### src/rtl/bin_to_bcd_display_if.sv
// Request/result and display-pin bundle for bin_to_bcd_display.
// master = the block requesting conversions, slave = the converter itself.
interface bin_to_bcd_display_if #(
    parameter int BIN_W  = 8,
    parameter int DIGITS = 3
);
    logic                  start;
    logic [BIN_W-1:0]      bin_in;
    logic                  busy;
    logic                  done;
    logic                  ovf;
    logic [4*DIGITS-1:0]   bcd_out;
    logic [6:0]            seg;
    logic [DIGITS-1:0]     an;

    modport master (
        output start, bin_in,
        input  busy, done, ovf, bcd_out, seg, an
    );

    modport slave (
        input  start, bin_in,
        output busy, done, ovf, bcd_out, seg, an
    );
endinterface

### src/rtl/bin_to_bcd_display.sv
// Iterative double-dabble binary-to-BCD converter with a multiplexed common-anode 7-seg scanner.
// Optional macro LEADING_ZERO_BLANK_EN blanks leading zero digits (never digit 0, never on overflow).
module bin_to_bcd_display #(
    parameter int BIN_W    = 8,
    parameter int DIGITS   = 3,
    parameter int SCAN_DIV = 50000
) (
    input  logic                 clk,
    input  logic                 rst_n,
    bin_to_bcd_display_if.slave  bus
);
    localparam int BCD_W  = 4 * DIGITS;
    localparam int CNT_W  = $clog2(BIN_W + 1);
    localparam int SCAN_W = (SCAN_DIV > 1) ? $clog2(SCAN_DIV) : 1;
    localparam int IDX_W  = (DIGITS > 1) ? $clog2(DIGITS) : 1;

    typedef enum logic [1:0] {S_IDLE, S_SHIFT, S_DONE} state_t;

    state_t             r_state, w_next_state;
    logic [BIN_W-1:0]   r_bin;
    logic [BCD_W-1:0]   r_scratch;
    logic [BCD_W-1:0]   w_adj;
    logic               r_sticky;
    logic [CNT_W-1:0]   r_shift_cnt;
    logic [BCD_W-1:0]   r_bcd;
    logic               r_ovf;
    logic               r_done;

    logic [SCAN_W-1:0]  r_scan_cnt;
    logic [IDX_W-1:0]   r_idx;
    logic [3:0]         w_digit;
    logic [DIGITS-1:0]  w_an;
    logic               w_blank;
    logic [6:0]         r_seg;
    logic [DIGITS-1:0]  r_an;

    function automatic logic [6:0] seg_of(input logic [3:0] d);
        case (d)
            4'd0:    seg_of = 7'b1000000;
            4'd1:    seg_of = 7'b1111001;
            4'd2:    seg_of = 7'b0100100;
            4'd3:    seg_of = 7'b0110000;
            4'd4:    seg_of = 7'b0011001;
            4'd5:    seg_of = 7'b0010010;
            4'd6:    seg_of = 7'b0000010;
            4'd7:    seg_of = 7'b1111000;
            4'd8:    seg_of = 7'b0000000;
            4'd9:    seg_of = 7'b0010000;
            default: seg_of = 7'b1111111;
        endcase
    endfunction

    // NOTE: state registers use non-blocking (<=) so every flop samples pre-edge values.
    always_ff @(posedge clk or negedge rst_n) begin
        if (!rst_n) r_state <= S_IDLE;
        else        r_state <= w_next_state;
    end

    // NOTE: combinational blocks assign defaults first so no path leaves a signal unassigned (no latch).
    always_comb begin
        w_next_state = r_state;
        unique case (r_state)
            S_IDLE:  if (bus.start) w_next_state = S_SHIFT;
            S_SHIFT: if (r_shift_cnt == CNT_W'(BIN_W - 1)) w_next_state = S_DONE;
            S_DONE:  w_next_state = S_IDLE;
            default: w_next_state = S_IDLE;
        endcase
    end

    // Add-3 correction applied to every nibble before the shift.
    always_comb begin
        w_adj = r_scratch;
        for (int i = 0; i < DIGITS; i++) begin
            if (r_scratch[4*i +: 4] >= 4'd5)
                w_adj[4*i +: 4] = r_scratch[4*i +: 4] + 4'd3;
        end
    end

    always_ff @(posedge clk or negedge rst_n) begin
        if (!rst_n) begin
            r_bin       <= '0;
            r_scratch   <= '0;
            r_sticky    <= 1'b0;
            r_shift_cnt <= '0;
            r_bcd       <= '0;
            r_ovf       <= 1'b0;
            r_done      <= 1'b0;
        end else begin
            r_done <= 1'b0;
            unique case (r_state)
                S_IDLE: begin
                    if (bus.start) begin
                        r_bin       <= bus.bin_in;
                        r_scratch   <= '0;
                        r_sticky    <= 1'b0;
                        r_shift_cnt <= '0;
                    end
                end
                S_SHIFT: begin
                    r_scratch   <= {w_adj[BCD_W-2:0], r_bin[BIN_W-1]};
                    r_bin       <= r_bin << 1;
                    r_sticky    <= r_sticky | w_adj[BCD_W-1];
                    r_shift_cnt <= r_shift_cnt + CNT_W'(1);
                end
                S_DONE: begin
                    r_bcd  <= r_scratch;
                    r_ovf  <= r_sticky;
                    r_done <= 1'b1;
                end
                default: ;
            endcase
        end
    end

    always_ff @(posedge clk or negedge rst_n) begin
        if (!rst_n) begin
            r_scan_cnt <= '0;
            r_idx      <= '0;
        end else if (r_scan_cnt == SCAN_W'(SCAN_DIV - 1)) begin
            r_scan_cnt <= '0;
            r_idx      <= (r_idx == IDX_W'(DIGITS - 1)) ? '0 : r_idx + IDX_W'(1);
        end else begin
            r_scan_cnt <= r_scan_cnt + SCAN_W'(1);
        end
    end

    always_comb begin
        w_digit = 4'd0;
        w_an    = '1;
        for (int i = 0; i < DIGITS; i++) begin
            if (IDX_W'(i) == r_idx) begin
                w_digit = r_bcd[4*i +: 4];
                w_an[i] = 1'b0;
            end
        end
    end

`ifdef LEADING_ZERO_BLANK_EN
    // Walk down from the top digit; a digit is blank only if it and everything above it is zero.
    always_comb begin
        logic hi_nz;
        hi_nz   = 1'b0;
        w_blank = 1'b0;
        for (int i = DIGITS - 1; i >= 1; i--) begin
            hi_nz = hi_nz | (r_bcd[4*i +: 4] != 4'd0);
            if (IDX_W'(i) == r_idx) w_blank = !hi_nz && !r_ovf;
        end
    end
`else
    assign w_blank = 1'b0;
`endif

    always_ff @(posedge clk or negedge rst_n) begin
        if (!rst_n) begin
            r_seg <= 7'b1111111;
            r_an  <= '1;
        end else begin
            r_seg <= w_blank ? 7'b1111111 : seg_of(w_digit);
            r_an  <= w_an;
        end
    end

    assign bus.busy    = (r_state == S_SHIFT);
    assign bus.done    = r_done;
    assign bus.ovf     = r_ovf;
    assign bus.bcd_out = r_bcd;
    assign bus.seg     = r_seg;
    assign bus.an      = r_an;

endmodule

### src/flat_wrapper.sv
// flat-port wrapper written by rule: the top's interface ports become plain ports
module bin_to_bcd_display_flat 
#(
    parameter int BIN_W    = 8,
    parameter int DIGITS   = 3,
    parameter int SCAN_DIV = 50000
)
  (clk, rst_n, bus_start, bus_bin_in, bus_busy, bus_done, bus_ovf, bus_bcd_out, bus_seg, bus_an);
  bin_to_bcd_display_if #(.BIN_W(BIN_W), .DIGITS(DIGITS)) bus_i ();
  input  logic clk;
  input  logic rst_n;
  input wire logic [$bits(bus_i.start)-1:0] bus_start;
  input wire logic [$bits(bus_i.bin_in)-1:0] bus_bin_in;
  output wire logic [$bits(bus_i.busy)-1:0] bus_busy;
  output wire logic [$bits(bus_i.done)-1:0] bus_done;
  output wire logic [$bits(bus_i.ovf)-1:0] bus_ovf;
  output wire logic [$bits(bus_i.bcd_out)-1:0] bus_bcd_out;
  output wire logic [$bits(bus_i.seg)-1:0] bus_seg;
  output wire logic [$bits(bus_i.an)-1:0] bus_an;
  assign bus_i.start = bus_start;
  assign bus_i.bin_in = bus_bin_in;
  assign bus_busy = bus_i.busy;
  assign bus_done = bus_i.done;
  assign bus_ovf = bus_i.ovf;
  assign bus_bcd_out = bus_i.bcd_out;
  assign bus_seg = bus_i.seg;
  assign bus_an = bus_i.an;
  bin_to_bcd_display #(.BIN_W(BIN_W), .DIGITS(DIGITS), .SCAN_DIV(SCAN_DIV)) u_core (.clk(clk), .rst_n(rst_n), .bus(bus_i));
endmodule
### config.mk
export PLATFORM = sky130hd
export DESIGN_NAME = bin_to_bcd_display_flat
export DESIGN_NICKNAME = d
export VERILOG_FILES = /design/src/rtl/bin_to_bcd_display_if.sv /design/src/rtl/bin_to_bcd_display.sv /design/src/flat_wrapper.sv
export SDC_FILE = /design/constraint.sdc
export NUM_CORES = 1
export LEC_CHECK = 0
export CAP_MARGIN = 25
export CORE_ASPECT_RATIO = 0.9
export CORE_MARGIN = 2
export CORE_UTILIZATION = 55
export DETAILED_ROUTE_END_ITERATION = 10
export GPL_ROUTABILITY_DRIVEN = 1
export GPL_TIMING_DRIVEN = 0
export PLACE_DENSITY = 0.79
export SETUP_SLACK_MARGIN = 0.5
export SLEW_MARGIN = 30
export SYNTH_ARGS = -nofsm -noshare
export SYNTH_HDL_FRONTEND = slang
export SYNTH_SLANG_ARGS = --single-unit
export TNS_END_PERCENT = 10
### constraint.sdc
create_clock -name clk -period 2.1 [get_ports clk]
set_input_delay 0.315 -clock clk [delete_from_list [all_inputs] [get_ports clk]]
set_output_delay 0.315 -clock clk [all_outputs]
set_load 0.01 [all_outputs]
==> results by group <==
Status
  – Outcome: complete, no violations

Setup path
  – Critical path data arrival time: around 1.4 ns
  – CP max FO: 1
  – Worst setup SP type: flip-flop
  – Reg2reg end: u_core.r_scan_cnt[14]
  – CP top delay family: flip-flops
  – R2r setup slk: 0.45 ns
  – Kind of critical path: reg2out
  – Crit-path max cell delay: 0.52 ns
  – Reg2reg path depth: 5
  – Reg2reg start: u_core.r_scan_cnt[1]
  – Crit-path cells: clkdlybuf4s50_1
  – CP Capture Type: output port
  – Slowest CP cell: dfstp_2
  – Data required, critical path: 1.78 ns
  – Worst path bufs/invs: 1

Floorplan
  – Core area: between 5000 and 6000 um2
  – Die Span Y: about 77 um
  – Die span in x: 85.26 um
  – FP Rows: 26
  – Die area: 6576 um2
  – Initial Util: 0.5741
  – Ports: 36

STA
  – Hold Vio Cnt, Final: 0
  – Hold_ws: 0.4342 ns
  – # setup viols final: 0
  – Final cycle utilization of the critical path: 0.8074
  – FMAX: 589.8 MHz
  – Slew Limit Headroom: 0.6412
  – RSZ-0062 raised after global routing: yes
  – Final Critical Period: 1.695 ns
  – Fin Setup TNS: 0 ns
  – Final worst setup slack: about 0.40 ns
  – Slew Limit Fails: 0
  – Worst slew pin tran: 0.5333 ns
  – Clock skew: about 0.012 ns

Finish
  – Layout area overhead: 24.20%
  – Fin area: 4059 um2
  – Share of layout cells above drive strength 1: 0.2123
  – Antenna diode count: 0
  – Fin nets: between 300 and 400

Synth
  – Largest family of logic cells by synthesized area: compound AO/OA/AOI/OAI gates
  – Synth top area share: 0.4518
  – Asr flop ratio synth: 1.000
  – Yosys warnings: 0
  – Mapped Area: about 3300 um2
  – Seq cells post-synth: 69
  – Syn Inst Count: 299
  – Register area share after synthesis: 0.5322
  – Adder-Cell Fraction of Synth Area: 0.03446
  – Xor and xnor fraction of the mapped netlist area: 0.04556
  – Area contributors post-synth: dfrtp_1 (45%), dfstp_2 (8.0%), mux2_2 (4.8%)
  – Synth Flop Type: dfrtp_1
  – Number of enable flip-flop cells after synthesis: 0
  – Simple-gate share of the synthesized area: 0.1348
  – Net Count, Synth: between 300 and 400
  – Synthesized area per cell: 10.93 um2
  – Post-synthesis mux area share: 0.07963
  – Largest area contributor in the netlist: dfrtp_1
  – Post-synth cell types: 45
  – Compound-cell area share of the yosys netlist: 0.1371

Clock tree
  – CTS Buf Count: 9
  – CTS Sinks: between 60 and 70
  – Clk root buf: clkbuf_8
  – H-Tree Depth: 3
  – Max Root-Sink Buffers: 2
  – Clock Latency Late Sink: between 0.3 and 0.4 ns
  – TritonCTS clock tree: yes
  – Worst-path clk slew: approximately 0.070 ns

Global routing
  – Initial antenna violation count: 0
  – Global-route wire length before repair: 11140 um
  – Number of global-route vias before repair: between 2000 and 2500
  – All-Layer GR Usage: 0.2155
  – Global route overflow: 0
  – Largest net degree at the start of global routing: 41

Power
  – Pwr Density: roughly 1200 nW/um2
  – VDD IR max: 0.7092 mV
  – Pleak: ~1.8 nW

Placement
  – IO Port Bufs: 34
  – GPL Wtd Cong: 0.7834
  – DP Worst Slack: -0.01310 ns
  – Area after DPL: approximately 3700 um2
  – Dpl hpwl: ~4500 um

Route
  – Vias/cell: about 5.7
  – Final ANT Viol Nets: 0
  – 1st-iter DRT viols: 103
  – DR DRC count: 0
  – First drt pass iteration count: 4
  – WL final: between 6000 and 7000 um
  – Post-DR wirelength/cell: between 15 and 20 um
  – Total number of vias: around 2400

Worst hold path
  – Worst hold-check path type: in2async

Job
  – # Max-Cap Violations: 0
-- logic make-up after synthesis --
kind of cell | Yosys count
simple gates | 83
compound gates | 69
flops | 69
buf+inv | 28
mux | 24
xor+xnor | 17
fa+ha+maj | 9
-- worst register-to-register path: stages (launching register included) --
cell     delay [ns]
dfrtp_1        0.38
ha_1           0.23
nand4_2        0.13
or3_4          0.42
or3_1          0.37
o21ai_2        0.06
-- how the worst max path moves through the flow --
stage	startpoint	end	slack, ns	cells past startpoint
2_1_floorplan	u_core.r_idx[1]	u_core.bus.seg[3]	0.52	7
3_3_place_gp	rst_n	u_core.bus.bcd_out[1]	-1.55	1
3_5_place_dp	u_core.r_state[1]	bus_busy	-0.01	4
4_1_cts	u_core.r_state[1]	bus_busy	0.39	4
5_1_grt	u_core.bus.an[1]	bus_an[1]	0.36	1
6_report	u_core.bus.an[0]	bus_an[0]	0.40	1
-- cell usage after synthesis, types with 7 or more instances --
master / number
nand2_1: 24
dfstp_2: 10
mux2_2: 14
clkbuf_1: 7
a21oi_1: 15
mux2i_1: 8
o21ai_0: 24
xnor2_1: 10
dfrtp_1: 59
nor2_1: 13
xor2_1: 7
inv_1: 13
ha_1: 9
nor2b_1: 13
a22oi_1: 7
-- stage by stage --
step / power [W] / std cells / util
2_1_floorplan: 0.003143 / 299 / -
3_3_place_gp: 0.003729 / 403 / 0.6492
3_5_place_dp: 0.003829 / 404 / 0.6523
4_1_cts: 0.004908 / 423 / 0.6998
5_1_grt: 0.005413 / 428 / 0.7130
6_report: 0.005062 / 428 / 0.7130
-- layout by cell type (no fill, tap or decap), drive strengths merged, types with 4 or more instances in the layout --
| master | netlist | layout |
|---|---|---|
| a21oi | 15 | 15 |
| mux2i | 8 | 8 |
| a22oi | 7 | 7 |
| nor2b | 13 | 13 |
| xor2 | 7 | 7 |
| dfrtp | 59 | 59 |
| nand2 | 24 | 24 |
| mux2 | 16 | 16 |
| clkbuf | 7 | 21 |
| nand3 | 6 | 6 |
| inv | 15 | 15 |
| o21ai | 26 | 26 |
| clkdlybuf4s50 | 0 | 30 |
| buf | 6 | 15 |
| nand2b | 5 | 5 |
| ha | 9 | 9 |
| nor3 | 6 | 6 |
| nand4 | 5 | 5 |
| nor2 | 13 | 13 |
| xnor2 | 10 | 10 |
| o2bb2ai | 4 | 4 |
| dfstp | 10 | 10 |
-- state kept, by name (all words and copies together), names as in the netlist, 3 cells and up --
register,flops
u_core.bus.bcd_out,12
u_core.bus.an,3
u_core.r_bin,8
u_core.bus.seg,7
u_core.r_shift_cnt,4
u_core.r_scan_cnt,16
u_core.r_scratch,12
-- where the power goes --
part / switching (W) / total (W) / internal [W]
Sequential: 0.000352 / 0.00208 / 0.00173
Clock: 0.000464 / 0.000955 / 0.000491
Combinational: 0.000966 / 0.00203 / 0.00106
-- layer usage --
metal / vias up / global-route usage / share of wire
met4: 0 / 0.06190 / 0.015
met1: 1208 / 0.2724 / 0.46
met5: - / 0 / 0
met3: 10 / 0.06566 / 0.041
li1: 1157 / - / -
met2: 50 / 0.3578 / 0.49
-- cell type report --
class / count / area [um2]
fillers: 409 / 1634
clock buffers: 14 / 162.7
well taps: 70 / 87.58
clock inverters: 2 / 10.01
inverters: 15 / 61.31
multi-input cells: 202 / 1480
plain buffers: 13 / 92.59
repair buffers: 43 / 422.9
flip-flops and latches: 69 / 1742
-- timing repair --
action                                  4_1_cts  5_1_grt
buffers inserted                              2        5
pin swaps                                     3        2
hold buffers                                  1        0
endpoints found under the setup margin       41       54
hold endpoints to repair                     19        0
resized for setup                            19       14
No activity file was read; power rests on OpenSTA's default activity.
